[config.mk]
export PLATFORM = sky130hd
export DESIGN_NAME = mem_ctrl_seq
export DESIGN_NICKNAME = d
export VERILOG_FILES = /design/src/rtl/mem_ctrl_seq_pkg.sv /design/src/rtl/mem_ctrl_seq_seq_timer.sv /design/src/rtl/mem_ctrl_seq.sv
export SDC_FILE = /design/constraint.sdc
export NUM_CORES = 1
export LEC_CHECK = 0
export BUFFER_PORTS_ARGS = -buffer_cell sky130_fd_sc_hd__buf_2
export CORE_MARGIN = 5
export CORE_UTILIZATION = 30
export DETAILED_ROUTE_END_ITERATION = 8
export GPL_ROUTABILITY_DRIVEN = 1
export GPL_TIMING_DRIVEN = 1
export MAX_ROUTING_LAYER = met4
export SLEW_MARGIN = 20
export SYNTH_ARGS = -nofsm -noshare
export SYNTH_HDL_FRONTEND = slang
export SYNTH_SLANG_ARGS = --single-unit
export TNS_END_PERCENT = 30
[constraint.sdc]
create_clock -name clk -period 2.3 [get_ports clk]
set_input_delay 0.115 -clock clk [delete_from_list [all_inputs] [get_ports clk]]
set_output_delay 0.115 -clock clk [all_outputs]
set_load 0.1 [all_outputs]
[src/rtl/mem_ctrl_seq_pkg.sv]
// rtl/mem_ctrl_seq_pkg.sv - opcodes, control-word bit indices and memory-state helper
package mem_ctrl_seq_pkg;

  localparam int CW_MIN = 17;

  typedef enum logic [2:0] {
    OP_ILL = 3'b000,
    OP_AND = 3'b001,
    OP_ADD = 3'b010,
    OP_LDA = 3'b011,
    OP_STA = 3'b100,
    OP_BUN = 3'b101,
    OP_BSA = 3'b110,
    OP_ISZ = 3'b111
  } opcode_e;

  localparam int AR_LD_PC  = 0;
  localparam int IR_LD_MEM = 1;
  localparam int PC_INC    = 2;
  localparam int AR_LD_IR  = 3;
  localparam int AR_LD_MEM = 4;
  localparam int DR_LD_MEM = 5;
  localparam int AC_AND    = 6;
  localparam int AC_ADD    = 7;
  localparam int AC_LD_DR  = 8;
  localparam int MEM_WR_AC = 9;
  localparam int PC_LD_AR  = 10;
  localparam int MEM_WR_PC = 11;
  localparam int AR_INC    = 12;
  localparam int DR_INC    = 13;
  localparam int MEM_WR_DR = 14;
  localparam int MEM_RD    = 15;
  localparam int SC_CLR    = 16;

  // A word touching memory must wait for mem_ready before the chain advances.
  function automatic logic is_mem_word(input logic [CW_MIN-1:0] w);
    return w[MEM_RD] | w[MEM_WR_AC] | w[MEM_WR_PC] | w[MEM_WR_DR];
  endfunction

endpackage

[src/rtl/mem_ctrl_seq_seq_timer.sv]
// rtl/mem_ctrl_seq_seq_timer.sv - one-hot timing chain with hold and clear
module seq_timer #(
  parameter int NT = 8
) (
  input  logic          clk,
  input  logic          reset,
  input  logic          hold,
  input  logic          clr,
  output logic [NT-1:0] t_state
);

  localparam logic [NT-1:0] T0 = {{(NT-1){1'b0}}, 1'b1};

  // The last state wraps to T0 so a stray walk off the end cannot lose the token.
  always_ff @(posedge clk or posedge reset) begin
    if (reset) begin
      t_state <= T0;
    end else if (!hold) begin
      if (clr || t_state[NT-1]) begin
        t_state <= T0;
      end else begin
        t_state <= t_state << 1;
      end
    end
  end

endmodule

[src/rtl/mem_ctrl_seq.sv]
// rtl/mem_ctrl_seq.sv - memory-reference sequencer with ready stall and variable length
// ISZ support is compiled in with MEM_CTRL_SEQ_ISZ_EN; otherwise 111 decodes as illegal.
module mem_ctrl_seq
  import mem_ctrl_seq_pkg::*;
#(
  parameter int CW = 17,
  parameter int NT = 8
) (
  input  logic          clk,
  input  logic          reset,
  input  logic          en,
  input  logic [2:0]    opcode,
  input  logic          i_bit,
  input  logic          mem_ready,
  input  logic          dr_zero,
  output logic [CW-1:0] control_mem,
  output logic [NT-1:0] t_state,
  output logic          instr_done,
  output logic          illegal_op
);

  opcode_e             op_q;
  logic                i_q;
  logic [CW_MIN-1:0]   w;
  logic                ill;
  logic                hold;

  seq_timer #(.NT(NT)) u_timer (
    .clk     (clk),
    .reset   (reset),
    .hold    (hold),
    .clr     (w[SC_CLR]),
    .t_state (t_state)
  );

  always_ff @(posedge clk or posedge reset) begin
    if (reset) begin
      op_q <= OP_ILL;
      i_q  <= 1'b0;
    end else if (t_state[2]) begin
      op_q <= opcode_e'(opcode);
      i_q  <= i_bit;
    end
  end

`ifndef MEM_CTRL_SEQ_ISZ_EN
  logic unused_dr_zero;
  assign unused_dr_zero = dr_zero;
`endif

  always_comb begin
    w   = '0;
    ill = 1'b0;
    if (t_state[0]) begin
      w[AR_LD_PC] = en;
    end else if (t_state[1]) begin
      w[MEM_RD]    = 1'b1;
      w[IR_LD_MEM] = 1'b1;
      w[PC_INC]    = 1'b1;
    end else if (t_state[2]) begin
      w[AR_LD_IR] = 1'b1;
    end else if (t_state[3]) begin
      w[MEM_RD]    = i_q;
      w[AR_LD_MEM] = i_q;
    end else if (t_state[4]) begin
      case (op_q)
        OP_AND, OP_ADD, OP_LDA: begin
          w[MEM_RD]    = 1'b1;
          w[DR_LD_MEM] = 1'b1;
        end
        OP_STA: begin
          w[MEM_WR_AC] = 1'b1;
          w[SC_CLR]    = 1'b1;
        end
        OP_BUN: begin
          w[PC_LD_AR] = 1'b1;
          w[SC_CLR]   = 1'b1;
        end
        OP_BSA: begin
          w[MEM_WR_PC] = 1'b1;
          w[AR_INC]    = 1'b1;
        end
`ifdef MEM_CTRL_SEQ_ISZ_EN
        OP_ISZ: begin
          w[MEM_RD]    = 1'b1;
          w[DR_LD_MEM] = 1'b1;
        end
`endif
        default: begin
          w[SC_CLR] = 1'b1;
          ill       = 1'b1;
        end
      endcase
    end else if (t_state[5]) begin
      case (op_q)
        OP_AND:  begin w[AC_AND]   = 1'b1; w[SC_CLR] = 1'b1; end
        OP_ADD:  begin w[AC_ADD]   = 1'b1; w[SC_CLR] = 1'b1; end
        OP_LDA:  begin w[AC_LD_DR] = 1'b1; w[SC_CLR] = 1'b1; end
        OP_BSA:  begin w[PC_LD_AR] = 1'b1; w[SC_CLR] = 1'b1; end
`ifdef MEM_CTRL_SEQ_ISZ_EN
        OP_ISZ:  w[DR_INC] = 1'b1;
`endif
        default: w = '0;
      endcase
`ifdef MEM_CTRL_SEQ_ISZ_EN
    end else if (t_state[6] && op_q == OP_ISZ) begin
      w[MEM_WR_DR] = 1'b1;
      w[SC_CLR]    = 1'b1;
      w[PC_INC]    = dr_zero;
`endif
    end
    if (reset) begin
      w   = '0;
      ill = 1'b0;
    end
  end

  assign hold = (t_state[0] & ~en) | (is_mem_word(w) & ~mem_ready);

  always_comb begin
    control_mem               = '0;
    control_mem[CW_MIN-1:0]   = w;
  end

  assign instr_done = w[SC_CLR] & ~hold;
  assign illegal_op = ill;

endmodule

* Yosys cells after proc, flatten, opt, wreduce, memory -nomap -nowiden
Index checks and enable logic that the tools add are counted.
Widths: inputs -> output; s select.
** Word-level totals
- Logic and storage cells :: 69
- Memories kept :: 0
- Bits of input ports :: 9
- Latch bits :: 0
- Register bits :: 12
- Bits in read-only memories :: 0
- RAM bits :: 0
** Cells by class
- Multipliers :: 0
- Multiplexer cells :: 46
- Add/sub/neg operators :: 0
- Equal/unequal tests :: 6
- Divide/modulo/power cells :: 0
- Reductions and logical operators :: 4
- Order comparisons :: 0
- Shift operators :: 0
- Bitwise logic cells :: 10
** Operators with widths (count)
- $mux 17 :: 7
- $mux 1 :: 25
- $mux 16 :: 1
- $mux 13 :: 1
- $mux 12 :: 1
- $mux 10 :: 1
- $eq 3x3->1 const B :: 3
- $mux 2 :: 4
- $mux 4 :: 2
- $mux 8 :: 1
- $eq 3x2->1 const B :: 2
- $mux 3 :: 2
- $reduce_or 6->1 :: 1
- $mux 5 :: 1
- $or 1x1->1 :: 4
- $reduce_or 4->1 :: 1
- $and 1x1->1 :: 3
- $eq 3x1->1 const B :: 1
- $not 1->1 :: 3
- $reduce_or 3->1 :: 1
- $logic_or 1x1->1 :: 1

* Logic depth before layout (Yosys ltp)
Gate-level depths: netlist of run 1.
- Word-level depth :: 22
- Gate-level depth with buffers :: 7

* Hierarchy
A second synthesis of run 1 with hierarchy kept.
** Unflattened totals
- Cell total of the unflattened synthesis :: 88
- Area, all modules :: 819.5 µm²
** Modules (own cells, without submodules)
- mem_ctrl_seq :: instances 1, cells each 60, area each 456.7 µm²
- seq_timer :: instances 1, cells each 28, area each 362.8 µm²

* Worst setup path after synthesis of run 1
Ideal clock, no wire load.
- Path type :: register to output
- Start :: register u_timer.t_state[2]
- End :: output instr_done
- Arrival time :: 3994 ps
- Path slack :: -1809 ps
- Cell stages (with the launch flop) :: 6
- Data required time :: 2185 ps
- Path through :: dfrtp_1 buf_6 or4_4 or2_1 buf_2 nor3_1
** On the way
- Cells in the longest elaborated chain, start to end :: 11
** Ends and longest elaborated chain
- start, declared :: line mem_ctrl_seq_seq_timer.sv:9 : output logic [NT-1:0] t_state
- start signal, assigned :: line mem_ctrl_seq_seq_timer.sv:22 : t_state <= t_state << 1;
- $mux 13 * :: line mem_ctrl_seq.sv:60 : end else if (t_state[2]) begin
- $mux 1 / $mux 12 (equally long branches) :: line mem_ctrl_seq.sv:56 : end else if (t_state[1]) begin
- $mux 16 * :: line mem_ctrl_seq.sv:54 : if (t_state[0]) begin
- $mux 17 * :: line mem_ctrl_seq.sv:112 : if (reset) begin
- $or 1x1->1 (3 in a row) :: line mem_ctrl_seq_pkg.sv:37 : return w[MEM_RD] | w[MEM_WR_AC] | w[MEM_WR_PC] | w[MEM_WR_DR];
- $and 1x1->1 :: line mem_ctrl_seq.sv:118 : assign hold = (t_state[0] & ~en) | (is_mem_word(w) & ~mem_ready);
- $or 1x1->1 :: line mem_ctrl_seq.sv:118
- $not 1->1 :: line mem_ctrl_seq.sv:125 : assign instr_done = w[SC_CLR] & ~hold;
- $and 1x1->1 * :: line mem_ctrl_seq.sv:125
- end, declared :: line mem_ctrl_seq.sv:18 : output logic instr_done,
Mark *: on every way between the ends. The rest lies on a longest branch, timed or not.

* Final worst setup path of run 1
- Start :: register u_timer.t_state[2]
- End :: output control_mem[10]
** On the way
- Cells in the longest elaborated chain, start to end :: 4
** Ends and longest elaborated chain
- $mux 13 :: line mem_ctrl_seq.sv:60
- $mux 12 :: line mem_ctrl_seq.sv:56
- $mux 16 :: line mem_ctrl_seq.sv:54
- $mux 17 :: line mem_ctrl_seq.sv:112
- end, declared :: line mem_ctrl_seq.sv:16 : output logic [CW-1:0] control_mem,
Every way passes these cells.

==> impl_metrics.env, run 1 <==
export IMPL_pin_count=36
export IMPL_hold_depth=2
export IMPL_grt_max_degree=13
export IMPL_cts_tree="yes"
export IMPL_r2r_end="u_timer.t_state[6]$_DFFE_PP0N_"
export IMPL_required_ns=2.18
export IMPL_clk_path_buf_depth=2
export IMPL_routed_via_count=777
export IMPL_clock_sinks=12
export IMPL_clock_fmax_ghz=0.4374
export IMPL_numCtsBuffers=3
export IMPL_synth_compound_area_share_pct=14.77
export IMPL_synthMuxAreaShare_pct=7.829
export IMPL_maxCapViolCount=0
export IMPL_grt_first_pass_wirelength_um=3712
export IMPL_synth_top_area_cell="dfrtp_1"
export IMPL_finalInstanceArea_um2=1326
export IMPL_clkTransAtPathRegs_ns=0.08
export IMPL_yosysMostFrequentCell="dfrtp_1"
export IMPL_synth_simple_gate_area_share_pct=29.10
export IMPL_stdcell_count=159
export IMPL_yosys_warnings=0
export IMPL_endpoint_kind="output pin"
export IMPL_path_class="reg -> out"
export IMPL_drv_slew=0
export IMPL_cp_arrival_ns=2.17
export IMPL_antenna_found_initial=0
export IMPL_setup_slack_ns=0.01366
export IMPL_period_share_pct=99.41
export IMPL_hold_viol=0
export IMPL_wl_um=2176
export IMPL_crit_chain="or4_4, or2_4, nor4b_2, o21a_2, buf_12"
export IMPL_synth_top_family_by_area="simple AND/OR/NAND/NOR gates"
export IMPL_setup_viol=0
export IMPL_place_area_um2=1266
export IMPL_synth_area_leaders="dfrtp_1, mux2_2, buf_4"
export IMPL_async_reset_ff_share_pct=100.0
export IMPL_synth_edf_count=0
export IMPL_fp_row_count=19
export IMPL_root_buffer="clkbuf_4"
export IMPL_die_h_um=63.14
export IMPL_die_w_um=63.14
export IMPL_post_place_ws_ns=0.2051
export IMPL_yosysSeqAreaShare_pct=35.60
export IMPL_clk_latency_ns=0.28
export IMPL_dp_cells=154
export IMPL_gr_usage_met2_pct=18.85
export IMPL_firstDrtPassIters=4
export IMPL_rr_startpoint="u_timer.t_state[2]$_DFFE_PP0N_"
export IMPL_rsz0062_at_grt="true"
export IMPL_core_area_um2=2734
export IMPL_reg2reg_slack_ns=0.29
export IMPL_place_gp_congestion=0.8522
export IMPL_min_period_ns=2.286
export IMPL_startpoint_type="flop"
export IMPL_diodes=0
export IMPL_synth_area_per_cell_um2=9.011
export IMPL_initial_utilization_pct=30.98
export IMPL_viasPerCell=4.887
export IMPL_synth_fa_ha_area_share_pct=0
export IMPL_gr_usage_met1_pct=13.96
export IMPL_syn_area_um2=847.1
export IMPL_fin_tns_setup_ns=0
export IMPL_met3_usage_pct=2.842
export IMPL_drt_iter0_markers=9
export IMPL_hold_path_class="in -> reg"
export IMPL_synth_xor_area_share_pct=1.034
export IMPL_yosys_cell_types_count=43
export IMPL_dominantRegCellSynth="dfrtp_1"
export IMPL_die_area_um2=3986
export IMPL_status="finished, final reports clean"
export IMPL_hp_start="i_bit"
export IMPL_grt_most_used_layer="met2"
export IMPL_n_fill_cell=250
export IMPL_area_growth_pct=56.57
export IMPL_cp_slowest_stage_delay_ns=0.53
export IMPL_finClkSkew_ns=0.004268
export IMPL_cp_max_fo=5
export IMPL_synth_top_area_share_pct=32.50
export IMPL_cp_slowest_cell="or4_4"
export IMPL_nets=138
export IMPL_synth_common_cells="dfrtp_1, nor2_1, nand2b_1, buf_4, mux2_2"
export IMPL_numPortBuffers=32
export IMPL_ant_nets=0
export IMPL_ys_ff_latch=12
export IMPL_synthCells=94
export IMPL_worstHoldEndpoint="i_q$_DFFE_PP0P_"
export IMPL_post_drt_wl_per_cell_um=13.69
export IMPL_htreeDepth=1
export IMPL_drive_gt1_share_pct=57.03
export IMPL_track_usage_pct=11.94
export IMPL_grt_pass1_vias=789
export IMPL_hpwlAfterDp_um=1698
export IMPL_grt_overflow=0
export IMPL_reg2reg_depth=6
export IMPL_drc_errors=0
[area by class of cell]
cell class	count	area, µm²	share of cell area [%]
clock buffers	4	36.28	2.736
inverters	5	18.77	1.415
multi-input cells	67	531.8	40.09
flip-flops and latches	12	312.8	23.58
well taps	31	38.79	2.925
repair buffers	40	387.9	29.25
[kinds of logic (layout without fill, tap and decap cells)]
logic type / count (synthesis) / after routing
simple gates: 42 / 42
buf+inv: 16 / 49
flops: 12 / 12
xor+xnor: 1 / 1
mux: 6 / 6
other cells: 1 / 2
compound gates: 16 / 16
[stage by stage]
stage | hold slack [ns] | utilization (%)
3_3_place_gp | 0.1796 | 46.32
4_1_cts | 0.05067 | 48.10
2_1_floorplan | -0.01590 | -
3_5_place_dp | 0.1846 | 46.32
6_report | 0.06280 | 48.51
5_1_grt | 0.04543 | 48.51
[metal layers]
layer | wire length (µm) | vias to the layer above
met3 | 90 | 5
met1 | 927 | 365
met2 | 1107 | 18
li1 | - | 389
met4 | 50 | 0
met5 | 0 | -
[worst max path at each step]
stage	from	depth (start not counted)	slack, ns	end
after floorplan	u_timer.t_state[2]$_DFFE_PP0N_	5	-0.22	instr_done
after global placement	u_timer.t_state[0]$_DFFE_PP1N_	5	0.25	control_mem[6]
after global routing	u_timer.t_state[2]$_DFFE_PP0N_	5	-0.05	control_mem[10]
after detailed placement	u_timer.t_state[0]$_DFFE_PP1N_	6	0.21	control_mem[7]
after CTS	u_timer.t_state[2]$_DFFE_PP0N_	5	-0.009	control_mem[10]
final	u_timer.t_state[2]$_DFFE_PP0N_	5	0.01	control_mem[10]
[worst max-delay path, delay by kind of cell (launching register included)]
family                 cells  cell delay (ns)
AND/OR/NAND/NOR            3             1.06
flip-flops                 1             0.47
AO/OA/AOI/OAI              1             0.18
buffers and inverters      1             0.17
[sequential cells by signal, summed over array words and instances (netlist names)]
signal / flops
i_q: 1
u_timer.t_state: 8
op_q: 3
[layout by cell type (no fill, tap or decap), types with 3 or more instances in the layout]
| cell | count |
|---|---|
| clkbuf_4 | 3 |
| nor2_1 | 4 |
| nor2_4 | 3 |
| buf_4 | 7 |
| nand2_1 | 4 |
| dfrtp_1 | 7 |
| buf_12 | 11 |
| mux2_2 | 5 |
| nor3_4 | 3 |
| nand2b_1 | 6 |
| dfrtp_2 | 3 |
| inv_1 | 4 |
| nand3_1 | 4 |
| buf_2 | 21 |
[what timing repair did]
| action | CTS | global route |
|---|---|---|
| setup buffers | 0 | 0 |
| pin swaps | 3 | 3 |
| resized for setup | 1 | 3 |
| hold buffers | 1 | 0 |
| hold endpoints to repair | 11 | 0 |
| gates cloned | 0 | 0 |
| endpoints found under the setup margin | 5 | 5 |
Power of run 1 is left out: the tool's default activity adds up to more than one toggle a clock period on the data nets, which glitch-free logic cannot reach.
==> run 2, diff against run 1 <==
--- a/config.mk
+++ b/config.mk
@@ -11,6 +11,7 @@
 export DETAILED_ROUTE_END_ITERATION = 8
 export GPL_ROUTABILITY_DRIVEN = 1
 export GPL_TIMING_DRIVEN = 1
+export HOLD_SLACK_MARGIN = 0.12
 export MAX_ROUTING_LAYER = met4
 export SLEW_MARGIN = 20
 export SYNTH_ARGS = -nofsm -noshare
==> run 2 against run 1 <==
  * Die area did not move
  * Largest cell class unchanged
  * Cell count rose by 3.1%
  * Count of clock-buffer cells in the layout did not move
  * Via count rose by 3.6%
  * Wire length rose by 3.5%
==> impl_metrics.env, run 2 (synthesis results as in run 1) <==
export IMPL_status="finished, final reports clean"
export IMPL_final_common_cell="buf_2"
export IMPL_core_area_um2=2734
export IMPL_area_growth_pct=62.48
export IMPL_top_layer_used="met4"
export IMPL_power_leakage_nw=0.6176
export IMPL_reg2reg_slack_ns=0.29
export IMPL_antenna_found_initial=0
export IMPL_finClkSkew_ns=0.002645
export IMPL_p_sw_w=0.001200
export IMPL_die_h_um=63.14
export IMPL_rsz0062_at_grt="true"
export IMPL_clkTransAtPathRegs_ns=0.08
export IMPL_route_met2_wl_um=1127
export IMPL_initial_utilization_pct=30.98
export IMPL_clock_fmax_ghz=0.4376
export IMPL_period_share_pct=99.37
export IMPL_power_w=0.002008
export IMPL_clk_path_buf_depth=2
export IMPL_numPortBuffers=32
export IMPL_final_cell_mix="buf_2, buf_12, dfrtp_1, buf_4"
export IMPL_fp_row_count=19
export IMPL_wl_um=2253
export IMPL_root_buffer="clkbuf_4"
export IMPL_largest_reg_flops=8
export IMPL_power_density_nw_per_um2=1459
export IMPL_p_clk_share_pct=8.6
export IMPL_grt_pass1_vias=797
export IMPL_routed_via_count=805
export IMPL_grt_overflow=0
export IMPL_grt_max_degree=13
export IMPL_die_area_um2=3986
export IMPL_comb_power_share_pct=70.5
export IMPL_clock_sinks=12
export IMPL_hold_viol=0
export IMPL_endpoint_kind="output pin"
export IMPL_drc_errors=0
export IMPL_drv_slew=0
export IMPL_track_usage_pct=12.24
export IMPL_cts_setup_buffers=0
export IMPL_numCtsBuffers=3
export IMPL_post_drt_wl_per_cell_um=13.74
export IMPL_setup_viol=0
export IMPL_drt_iter0_markers=10
export IMPL_pin_count=36
export IMPL_firstDrtPassIters=4
export IMPL_hpwlAfterDp_um=1698
export IMPL_peakVddDrop_mv=1.132
export IMPL_drive_gt1_share_pct=54.89
export IMPL_min_period_ns=2.285
export IMPL_nets=143
export IMPL_seq_power_share_pct=20.9
export IMPL_cp_arrival_ns=2.17
export IMPL_p_int_w=0.0008081
export IMPL_die_w_um=63.14
export IMPL_top_register="u_timer.t_state"
export IMPL_switching_share_pct=59.76
export IMPL_place_area_um2=1266
export IMPL_cts_tree="yes"
export IMPL_cp_max_fo=5
export IMPL_grt_first_pass_wirelength_um=3815
export IMPL_htreeDepth=1
export IMPL_finalInstanceArea_um2=1376
export IMPL_required_ns=2.18
export IMPL_path_class="reg -> out"
export IMPL_hold_path_class="in -> reg"
export IMPL_reg_top3="u_timer.t_state x8, op_q x3, i_q x1"
export IMPL_diodes=0
export IMPL_startpoint_type="flop"
export IMPL_ant_nets=0
export IMPL_maxCapViolCount=0
export IMPL_place_gp_congestion=0.8522
export IMPL_wl_met3_um=108
export IMPL_clk_latency_ns=0.28
export IMPL_viasPerCell=4.909
export IMPL_drt_met1_wl_um=967
run 2: cell types whose count changed in the layout (fill, tap and decap cells not counted), sizes merged:
cell and change:
dlygate4sd3 +5
run 2: what timing repair did:
item                       in CTS  in global routing
pin swaps                       3                  3
hold endpoints to repair       17                  0
gates resized for setup         1                  3
cloned                          0                  0
setup endpoints to repair       5                  5
hold buffers                    6                  0
run 2: path summary, 6_finish.rpt:
check,from,end,cells after the start
worst max-delay path,u_timer.t_state[2]$_DFFE_PP0N_,control_mem[10],5
worst min-delay path,en,u_timer.t_state[0]$_DFFE_PP1N_,3
worst max register to register,u_timer.t_state[2]$_DFFE_PP0N_,u_timer.t_state[6]$_DFFE_PP0N_,6
worst min register to register,u_timer.t_state[6]$_DFFE_PP0N_,u_timer.t_state[6]$_DFFE_PP0N_,1
max in group asynchronous,reset,u_timer.t_state[0]$_DFFE_PP1N_,4
min in group asynchronous,reset,i_q$_DFFE_PP0P_,4
run 2: routing by layer:
metal	track usage [%]	vias to the layer above
li1	-	398
met1	14.62	378
met2	18.97	24
met3	3.020	5
met4	6.366	0
met5	-	-
run 2: stage by stage:
step                instances  hold slack, ns  utilization [%]  setup WS, ns   TNS (ns)
floorplan                  95        -0.01590                -       -0.2165    -0.9640
global placement          154          0.1796            46.32        0.2457          0
detailed placement        154          0.1846            46.32        0.2051          0
CTS                       164          0.2316            49.93     -0.008947  -0.008947
global route              164          0.2578            50.34      -0.04856    -0.1497
finish                    164          0.2399            50.34       0.01458          0
run 2: power by group through the flow:
stage / Combinational [W] / Sequential (W) / Clock, W
floorplan: 0.000802 / 0.000770 / 0
global placement: 0.00138 / 0.000410 / 0
detailed placement: 0.00139 / 0.000416 / 0
CTS: 0.00141 / 0.000413 / 0.000180
global route: 0.00149 / 0.000437 / 0.000191
finish: 0.00142 / 0.000419 / 0.000173
run 2: area by class of cell:
type                       count  area (µm²)
clock buffer                   4       36.28
fill                         246        1358
inverter                       5       18.77
multi-input combinational     67       531.8
sequential                    12       312.8
tap                           31       38.79
timing repair buffer          45       437.9
run 2: critical path, cell delays in order (launching register included):
cell	delay (ns)
dfrtp_4	0.47
or4_4	0.53
or2_4	0.28
nor4b_2	0.25
o21a_2	0.18
buf_12	0.17
(Power assumes the default switching activity.)
